<file path="config.mk">
export PLATFORM = sky130hd
export DESIGN_NAME = vram_arbiter_flat
export DESIGN_NICKNAME = d
export VERILOG_FILES = /design/src/rtl/vram_arbiter_if.sv /design/src/rtl/vram_arbiter.sv /design/src/flat_wrapper.sv
export SDC_FILE = /design/constraint.sdc
export NUM_CORES = 1
export LEC_CHECK = 0
export ABC_CLOCK_PERIOD_IN_PS = 2400
export CAP_MARGIN = 5
export CORE_UTILIZATION = 45
export CTS_CLUSTER_DIAMETER = 200
export DETAILED_ROUTE_END_ITERATION = 12
export PLACE_DENSITY = 0.9
export SETUP_SLACK_MARGIN = 0.1
export SLEW_MARGIN = 20
export SYNTH_ARGS = -nofsm -noshare
export SYNTH_HDL_FRONTEND = slang
export SYNTH_SLANG_ARGS = --single-unit
</file>
<file path="constraint.sdc">
create_clock -name clk28 -period 2.4 [get_ports clk28]
set_input_delay 0.36 -clock clk28 [delete_from_list [all_inputs] [get_ports clk28]]
set_output_delay 0.36 -clock clk28 [all_outputs]
set_load 0.005 [all_outputs]
</file>
<file path="src/rtl/vram_arbiter_if.sv">
// Shared-SRAM arbiter bus bundle.
// Groups the screen, CPU and aux request/ack handshakes and the SRAM pins.
//   slave  : arbiter side (takes requests and vd_in, drives acks, data and SRAM strobes)
//   master : requester/SRAM side (the mirror image)
interface vram_arbiter_if;
  logic        scr_req;
  logic [18:0] scr_addr;
  logic        scr_ack;
  logic [7:0]  scr_data;
  logic        scr_overrun;

  logic        cpu_req;
  logic        cpu_wr;
  logic [18:0] cpu_addr;
  logic [7:0]  cpu_wdata;
  logic [7:0]  cpu_rdata;
  logic        cpu_ack;
  logic        cpu_wait;

  logic        aux_req;
  logic [18:0] aux_addr;
  logic [7:0]  aux_wdata;
  logic        aux_ack;

  logic [18:0] va;
  logic [7:0]  vd_in;
  logic [7:0]  vd_out;
  logic        vd_oe;
  logic        n_vrd;
  logic        n_vwr;

  modport slave (
    input  scr_req, scr_addr, cpu_req, cpu_wr, cpu_addr, cpu_wdata,
           aux_req, aux_addr, aux_wdata, vd_in,
    output scr_ack, scr_data, scr_overrun, cpu_rdata, cpu_ack, cpu_wait,
           aux_ack, va, vd_out, vd_oe, n_vrd, n_vwr
  );

  modport master (
    output scr_req, scr_addr, cpu_req, cpu_wr, cpu_addr, cpu_wdata,
           aux_req, aux_addr, aux_wdata, vd_in,
    input  scr_ack, scr_data, scr_overrun, cpu_rdata, cpu_ack, cpu_wait,
           aux_ack, va, vd_out, vd_oe, n_vrd, n_vwr
  );
endinterface

</file>
<file path="src/rtl/vram_arbiter.sv">
// Arbiter/sequencer for the shared 512K video/system SRAM.
// Screen fetch has fixed top priority; aux overrides CPU once its starve
// counter saturates at AUX_STARVE; otherwise CPU before aux.
// Ports:
//   clk28 - 28 MHz system clock
//   rst_n - async active-low reset
//   bus   - vram_arbiter_if.slave: request/ack handshakes and SRAM pins
//
// state | meaning
// IDLE  | bus quiet, arbitration happens on this edge
// RD1   | read strobe low, first cycle
// RD2   | read strobe low, data captured on the edge leaving
// WR1   | address/data setup, data driven
// WR2   | write strobe low
// WR3   | data hold, strobe high
module vram_arbiter #(
  parameter int unsigned AUX_STARVE = 15
) (
  input  logic          clk28,
  input  logic          rst_n,
  vram_arbiter_if.slave bus
);

  typedef enum logic [2:0] {S_IDLE, S_RD1, S_RD2, S_WR1, S_WR2, S_WR3} state_t;
  typedef enum logic [1:0] {OWN_SCR, OWN_CPU, OWN_AUX} own_t;

  localparam logic [7:0] STARVE_MAX = 8'(AUX_STARVE);

  state_t      r_state;
  own_t        r_own;
  logic [18:0] r_va;
  logic [7:0]  r_vd_out;
  logic        r_vd_oe;
  logic        r_n_vrd;
  logic        r_n_vwr;
  logic        r_scr_pend;
  logic [18:0] r_scr_addr;
  logic        r_scr_overrun;
  logic        r_scr_ack;
  logic [7:0]  r_scr_data;
  logic        r_cpu_ack;
  logic [7:0]  r_cpu_rdata;
  logic        r_cpu_done;
  logic        r_cpu_wait;
  logic        r_aux_ack;
  logic [7:0]  r_aux_cnt;

  logic w_idle;
  logic w_scr_want;
  logic w_cpu_armed;
  logic w_aux_force;
  logic w_gnt_scr;
  logic w_gnt_aux;
  logic w_gnt_cpu;
  logic w_cpu_fin;

  assign w_idle      = (r_state == S_IDLE);
  assign w_scr_want  = r_scr_pend | bus.scr_req;
  assign w_cpu_armed = bus.cpu_req & ~r_cpu_done;
  assign w_aux_force = bus.aux_req & (r_aux_cnt == STARVE_MAX);
  assign w_gnt_scr   = w_idle & w_scr_want;
  assign w_gnt_aux   = w_idle & ~w_scr_want & (w_aux_force | (bus.aux_req & ~w_cpu_armed));
  assign w_gnt_cpu   = w_idle & ~w_scr_want & ~w_aux_force & w_cpu_armed;
  // Done must be visible on the IDLE edge right after the CPU access,
  // otherwise a held cpu_req would be granted a second time.
  assign w_cpu_fin   = (r_own == OWN_CPU) & ((r_state == S_RD2) | (r_state == S_WR3));

  always_ff @(posedge clk28 or negedge rst_n) begin
    if (!rst_n) begin
      r_state       <= S_IDLE;
      r_own         <= OWN_SCR;
      r_va          <= '0;
      r_vd_out      <= '0;
      r_vd_oe       <= 1'b0;
      r_n_vrd       <= 1'b1;
      r_n_vwr       <= 1'b1;
      r_scr_pend    <= 1'b0;
      r_scr_addr    <= '0;
      r_scr_overrun <= 1'b0;
      r_scr_ack     <= 1'b0;
      r_scr_data    <= '0;
      r_cpu_ack     <= 1'b0;
      r_cpu_rdata   <= '0;
      r_cpu_done    <= 1'b0;
      r_cpu_wait    <= 1'b0;
      r_aux_ack     <= 1'b0;
      r_aux_cnt     <= '0;
    end else begin
      r_scr_ack <= 1'b0;
      r_cpu_ack <= 1'b0;
      r_aux_ack <= 1'b0;

      // A request arriving on the granting edge of an older pending one
      // becomes the next pending request; otherwise a second request while
      // pending is dropped and flagged.
      if (w_gnt_scr) begin
        r_scr_pend <= r_scr_pend & bus.scr_req;
        if (r_scr_pend & bus.scr_req) r_scr_addr <= bus.scr_addr;
      end else if (bus.scr_req) begin
        if (r_scr_pend) begin
          r_scr_overrun <= 1'b1;
        end else begin
          r_scr_pend <= 1'b1;
          r_scr_addr <= bus.scr_addr;
        end
      end

      if (w_gnt_aux || !bus.aux_req)   r_aux_cnt <= '0;
      else if (r_aux_cnt != STARVE_MAX) r_aux_cnt <= r_aux_cnt + 8'd1;

      if (!bus.cpu_req)   r_cpu_done <= 1'b0;
      else if (w_cpu_fin) r_cpu_done <= 1'b1;
      r_cpu_wait <= bus.cpu_req & ~r_cpu_done;

      case (r_state)
        S_IDLE: begin
          if (w_gnt_scr) begin
            r_va    <= r_scr_pend ? r_scr_addr : bus.scr_addr;
            r_own   <= OWN_SCR;
            r_n_vrd <= 1'b0;
            r_state <= S_RD1;
          end else if (w_gnt_aux) begin
            r_va     <= bus.aux_addr;
            r_vd_out <= bus.aux_wdata;
            r_vd_oe  <= 1'b1;
            r_own    <= OWN_AUX;
            r_state  <= S_WR1;
          end else if (w_gnt_cpu) begin
            r_va  <= bus.cpu_addr;
            r_own <= OWN_CPU;
            if (bus.cpu_wr) begin
              r_vd_out <= bus.cpu_wdata;
              r_vd_oe  <= 1'b1;
              r_state  <= S_WR1;
            end else begin
              r_n_vrd <= 1'b0;
              r_state <= S_RD1;
            end
          end
        end
        S_RD1: r_state <= S_RD2;
        S_RD2: begin
          r_n_vrd <= 1'b1;
          r_state <= S_IDLE;
          if (r_own == OWN_SCR) begin
            r_scr_data <= bus.vd_in;
            r_scr_ack  <= 1'b1;
          end else begin
            r_cpu_rdata <= bus.vd_in;
            r_cpu_ack   <= 1'b1;
          end
        end
        S_WR1: begin
          r_n_vwr <= 1'b0;
          r_state <= S_WR2;
        end
        S_WR2: begin
          r_n_vwr <= 1'b1;
          r_state <= S_WR3;
        end
        S_WR3: begin
          r_vd_oe <= 1'b0;
          r_state <= S_IDLE;
          if (r_own == OWN_AUX) r_aux_ack <= 1'b1;
          else                  r_cpu_ack <= 1'b1;
        end
        default: begin
          r_n_vrd <= 1'b1;
          r_n_vwr <= 1'b1;
          r_vd_oe <= 1'b0;
          r_state <= S_IDLE;
        end
      endcase
    end
  end

  assign bus.va          = r_va;
  assign bus.vd_out      = r_vd_out;
  assign bus.vd_oe       = r_vd_oe;
  assign bus.n_vrd       = r_n_vrd;
  assign bus.n_vwr       = r_n_vwr;
  assign bus.scr_ack     = r_scr_ack;
  assign bus.scr_data    = r_scr_data;
  assign bus.scr_overrun = r_scr_overrun;
  assign bus.cpu_ack     = r_cpu_ack;
  assign bus.cpu_rdata   = r_cpu_rdata;
  assign bus.cpu_wait    = r_cpu_wait;
  assign bus.aux_ack     = r_aux_ack;

endmodule

</file>
<file path="src/flat_wrapper.sv">
// flat-port wrapper written by rule: the top's interface ports become plain ports
module vram_arbiter_flat 
#(
  parameter int unsigned AUX_STARVE = 15
)
  (clk28, rst_n, bus_scr_req, bus_scr_addr, bus_cpu_req, bus_cpu_wr, bus_cpu_addr, bus_cpu_wdata, bus_aux_req, bus_aux_addr, bus_aux_wdata, bus_vd_in, bus_scr_ack, bus_scr_data, bus_scr_overrun, bus_cpu_rdata, bus_cpu_ack, bus_cpu_wait, bus_aux_ack, bus_va, bus_vd_out, bus_vd_oe, bus_n_vrd, bus_n_vwr);
  vram_arbiter_if bus_i ();
  input  logic clk28;
  input  logic rst_n;
  input wire logic [$bits(bus_i.scr_req)-1:0] bus_scr_req;
  input wire logic [$bits(bus_i.scr_addr)-1:0] bus_scr_addr;
  input wire logic [$bits(bus_i.cpu_req)-1:0] bus_cpu_req;
  input wire logic [$bits(bus_i.cpu_wr)-1:0] bus_cpu_wr;
  input wire logic [$bits(bus_i.cpu_addr)-1:0] bus_cpu_addr;
  input wire logic [$bits(bus_i.cpu_wdata)-1:0] bus_cpu_wdata;
  input wire logic [$bits(bus_i.aux_req)-1:0] bus_aux_req;
  input wire logic [$bits(bus_i.aux_addr)-1:0] bus_aux_addr;
  input wire logic [$bits(bus_i.aux_wdata)-1:0] bus_aux_wdata;
  input wire logic [$bits(bus_i.vd_in)-1:0] bus_vd_in;
  output wire logic [$bits(bus_i.scr_ack)-1:0] bus_scr_ack;
  output wire logic [$bits(bus_i.scr_data)-1:0] bus_scr_data;
  output wire logic [$bits(bus_i.scr_overrun)-1:0] bus_scr_overrun;
  output wire logic [$bits(bus_i.cpu_rdata)-1:0] bus_cpu_rdata;
  output wire logic [$bits(bus_i.cpu_ack)-1:0] bus_cpu_ack;
  output wire logic [$bits(bus_i.cpu_wait)-1:0] bus_cpu_wait;
  output wire logic [$bits(bus_i.aux_ack)-1:0] bus_aux_ack;
  output wire logic [$bits(bus_i.va)-1:0] bus_va;
  output wire logic [$bits(bus_i.vd_out)-1:0] bus_vd_out;
  output wire logic [$bits(bus_i.vd_oe)-1:0] bus_vd_oe;
  output wire logic [$bits(bus_i.n_vrd)-1:0] bus_n_vrd;
  output wire logic [$bits(bus_i.n_vwr)-1:0] bus_n_vwr;
  assign bus_i.scr_req = bus_scr_req;
  assign bus_i.scr_addr = bus_scr_addr;
  assign bus_i.cpu_req = bus_cpu_req;
  assign bus_i.cpu_wr = bus_cpu_wr;
  assign bus_i.cpu_addr = bus_cpu_addr;
  assign bus_i.cpu_wdata = bus_cpu_wdata;
  assign bus_i.aux_req = bus_aux_req;
  assign bus_i.aux_addr = bus_aux_addr;
  assign bus_i.aux_wdata = bus_aux_wdata;
  assign bus_i.vd_in = bus_vd_in;
  assign bus_scr_ack = bus_i.scr_ack;
  assign bus_scr_data = bus_i.scr_data;
  assign bus_scr_overrun = bus_i.scr_overrun;
  assign bus_cpu_rdata = bus_i.cpu_rdata;
  assign bus_cpu_ack = bus_i.cpu_ack;
  assign bus_cpu_wait = bus_i.cpu_wait;
  assign bus_aux_ack = bus_i.aux_ack;
  assign bus_va = bus_i.va;
  assign bus_vd_out = bus_i.vd_out;
  assign bus_vd_oe = bus_i.vd_oe;
  assign bus_n_vrd = bus_i.n_vrd;
  assign bus_n_vwr = bus_i.n_vwr;
  vram_arbiter #(.AUX_STARVE(AUX_STARVE)) u_core (.clk28(clk28), .rst_n(rst_n), .bus(bus_i));
endmodule
</file>
==> flow_metrics.env <==
export IMPL_placed_cells=591
export IMPL_rr_worst_depth=7
export IMPL_die_w_um=95.2
export IMPL_relSlewSlack_pct=47.0
export IMPL_final_common_cell="clkdlybuf4s50_1"
export IMPL_synth_distinct_cells=50
export IMPL_rsz0062_at_grt="no"
export IMPL_clockBufferDepth=2
export IMPL_p_total_mw=6.35
export IMPL_hold_violations=0
export IMPL_drc=0
export IMPL_syn_avg_cell_area_um2=10.9
export IMPL_initial_utilization_pct=47.1
export IMPL_grt_pass1_vias=3340
export IMPL_dp_hpwl_um=7560
export IMPL_synth_fp_nets=447
export IMPL_r2r_start="u_core.r_aux_cnt[0]$_DFFE_PN0P_"
export IMPL_r2r_slack_ns=0.26
export IMPL_num_nets_final=586
export IMPL_hp_start="u_core.bus.scr_data[6]$_DFFE_PN0P_"
export IMPL_ys_warn_count=0
export IMPL_row_count=33
export IMPL_htreeDepth=3
export IMPL_syn_inst=359
export IMPL_crit_fanout=9
export IMPL_path_clk_slew_ns=0.10
export IMPL_power_density_mw_per_mm2=1130
export IMPL_core_mm2=0.00830
export IMPL_finalCritPeriodShare_pct=89.0
export IMPL_synth_largest_area_cell="dfrtp_1"
export IMPL_die_h_um=95.2
export IMPL_grt_start_max_net_pins=50
export IMPL_syn_area_mm2=0.00391
export IMPL_synthDominantCellAreaShare_pct=53.1
export IMPL_worst_path_largest_cell_delay_ns=0.49
export IMPL_die_area_mm2=0.00907
export IMPL_diodes=0
export IMPL_worstSetupEndpointType="flip-flop"
export IMPL_synth_seq_cells=85
export IMPL_numCtsBuffers=9
export IMPL_gr_total_overflow=0
export IMPL_clock_fmax_mhz=468
export IMPL_vias_per_cell=5.49
export IMPL_critPathRequiredTime_ns=2.63
export IMPL_synth_edff_count=0
export IMPL_drt_wirelength_per_cell_um=17.2
export IMPL_status="finished, final reports clean"
export IMPL_initialDrtViolationCount=150
export IMPL_endpoint="u_core.bus.vd_out[2]$_DFFE_PN0P_"
export IMPL_seqPwrFrac_pct=38.6
export IMPL_tritoncts="yes"
export IMPL_clkPwrFrac_pct=18.4
export IMPL_grt_pass1_wl_um=16400
export IMPL_r2r_end="u_core.bus.vd_out[2]$_DFFE_PN0P_"
export IMPL_min_path_type="flip-flop to flip-flop"
export IMPL_drive_above_1_share_pct=14.9
export IMPL_layout_common_cells="136 x clkdlybuf4s50_1, 83 x dfrtp_1, 53 x nand2_1"
export IMPL_comb_power_share_pct=43.0
export IMPL_vias=3338
export IMPL_swShare_pct=33.4
export IMPL_post_cts_buffers=0
export IMPL_dr_pass1_iters=4
export IMPL_gp_congestion=0.755
export IMPL_tns_ns=0
export IMPL_p_sw_mw=2.12
export IMPL_p_int_mw=4.23
export IMPL_cts_sinks=85
export IMPL_io_pins=138
export IMPL_cts_root_buf="clkbuf_8"
export IMPL_post_route_min_period_ns=2.14
export IMPL_antenna_found_initial=0
export IMPL_ys_flop_type="dfrtp_1"
export IMPL_worstSetupPathType="flip-flop to flip-flop"
export IMPL_syn_to_final_growth_pct=43.9
export IMPL_path_cells="ha_1 > and4b_1 > a21oi_2 > or3_1 > buf_4 > o22ai_1 > a2bb2oi_1"
export IMPL_synth_seq_area_share_pct=54.4
export IMPL_worst_ep_arrival_time_ns=2.37
export IMPL_critPathLaunch="u_core.r_aux_cnt[0]$_DFFE_PN0P_"
export IMPL_setup_viol=0
export IMPL_tightestPinTransition_ns=0.795
export IMPL_slowest_stage="or3_1"
export IMPL_cap_violations=0
export IMPL_fin_skew_ns=0.0117
export IMPL_nFillCells=623
export IMPL_drv_slew=0
export IMPL_routed_wl_um=10500
export IMPL_p_leak_nw=2.31
export IMPL_clk_latency_ns=0.36
export IMPL_synth_area_top_cells="dfrtp_1 53%, mux2_2 7.8%, nand2_1 5.1%"
export IMPL_synthArstFlopShare_pct=100
export IMPL_grt_util_all_layers_pct=24.0
export IMPL_crit_path_start_kind="flip-flop"
export IMPL_irDropWorstVdd_uv=519
export IMPL_fin_cells=608
export IMPL_drtAntennaViolNets=0
export IMPL_io_buffers=137
## synth_stat cells, types with 4 or more instances
| cell | n |
|---|---|
| a2bb2oi_1 | 8 |
| o22ai_1 | 8 |
| buf_2 | 7 |
| a21oi_1 | 4 |
| nand3_1 | 8 |
| nand2_1 | 53 |
| xnor2_1 | 5 |
| buf_6 | 4 |
| dfrtp_1 | 83 |
| clkbuf_1 | 7 |
| a221oi_1 | 16 |
| mux2_2 | 27 |
| o21ai_0 | 5 |
| nor2_1 | 34 |
| o21bai_1 | 16 |
| nand2b_1 | 4 |
| o22ai_2 | 4 |
| a31oi_1 | 18 |
## power by group through the flow
| stage | clock (mW) | combinational (mW) | sequential (mW) |
|---|---|---|---|
| after floorplan | 0 | 1.51 | 2.39 |
| after global placement | 0 | 2.63 | 2.43 |
| after detailed placement | 0 | 2.74 | 2.46 |
| after CTS | 1.19 | 2.75 | 2.44 |
| after global routing | 1.25 | 3.00 | 2.52 |
| final | 1.17 | 2.73 | 2.45 |
## per-stage QoR
step           hold WS, ns  area [µm²]  setup WS [ns]  util (%)
2_1_floorplan       0.0644        3910          0.491         -
3_3_place_gp         0.357        5390        -0.0220      64.9
3_5_place_dp         0.363        5390        -0.0679      64.9
4_1_cts              0.486        5630          0.262      67.8
5_1_grt              0.498        5630          0.132      67.8
6_report             0.485        5630          0.263      67.8
## cell type report
| class | count | area (µm²) | area share [%] |
|---|---|---|---|
| multi-input combinational | 248 | 1640 | 29.2 |
| sequential | 85 | 2130 | 37.8 |
| inverter | 4 | 15.0 | 0.267 |
| tap | 105 | 131 | 2.33 |
| clock buffer | 9 | 124 | 2.20 |
| timing repair buffer | 150 | 1480 | 26.3 |
| clock inverter | 7 | 105 | 1.87 |
## cell families (layout without fill, tap and decap cells)
group / Yosys count / after routing / synth area share (%)
compound gates: 95 / 95 / 18.3
fa+ha+maj: 2 / 2 / 0.576
flops: 85 / 85 / 54.4
xor+xnor: 5 / 5 / 1.12
buf+inv: 26 / 170 / 3.61
simple gates: 117 / 117 / 13.7
mux: 29 / 29 / 8.29
## state kept, by name, indices dropped and copies added (netlist names)
register,count
u_core.r_state,3
u_core.r_aux_cnt,8
u_core.bus.va,19
u_core.bus.scr_data,8
u_core.bus.cpu_wait,1
u_core.bus.cpu_ack,1
u_core.r_scr_pend,1
u_core.bus.n_vrd,1
u_core.bus.scr_ack,1
u_core.r_own,2
u_core.bus.vd_out,8
u_core.bus.aux_ack,1
u_core.r_scr_addr,19
u_core.bus.n_vwr,1
u_core.bus.vd_oe,1
u_core.r_cpu_done,1
u_core.bus.cpu_rdata,8
u_core.bus.scr_overrun,1
## critical path: cells and delay by family (launching register included)
family | cells | cell delay [ns]
simple gates | 2 | 0.76
flops | 1 | 0.40
compound gates | 3 | 0.38
buf+inv | 1 | 0.24
fa+ha+maj | 1 | 0.23
## routing by layer
layer | part of all wire (%) | up-vias | global-route usage [%]
met5 | 0 | - | 0
met4 | 1.5 | 0 | 8.33
met3 | 7.3 | 16 | 5.50
met2 | 50 | 111 | 42.7
met1 | 41 | 1632 | 28.3
li1 | - | 1579 | -
## worst min path at each step
stage / end / depth (start not counted)
finish: u_core.bus.scr_data[6]$_DFFE_PN0P_ / 2
CTS: u_core.bus.scr_data[6]$_DFFE_PN0P_ / 2
detailed placement: u_core.bus.va[4]$_DFFE_PN0P_ / 1
global placement: u_core.bus.va[3]$_DFFE_PN0P_ / 1
global route: u_core.bus.scr_overrun$_DFFE_PN0P_ / 1
floorplan: u_core.bus.aux_ack$_DFF_PN0_ / 0
## repair_timing
item / 4_1_cts / 5_1_grt
gates resized for setup: 0 / 0
hold buffers: 1 / 0
endpoints found under the hold margin: 36 / 0
(Power assumes the default switching activity.)
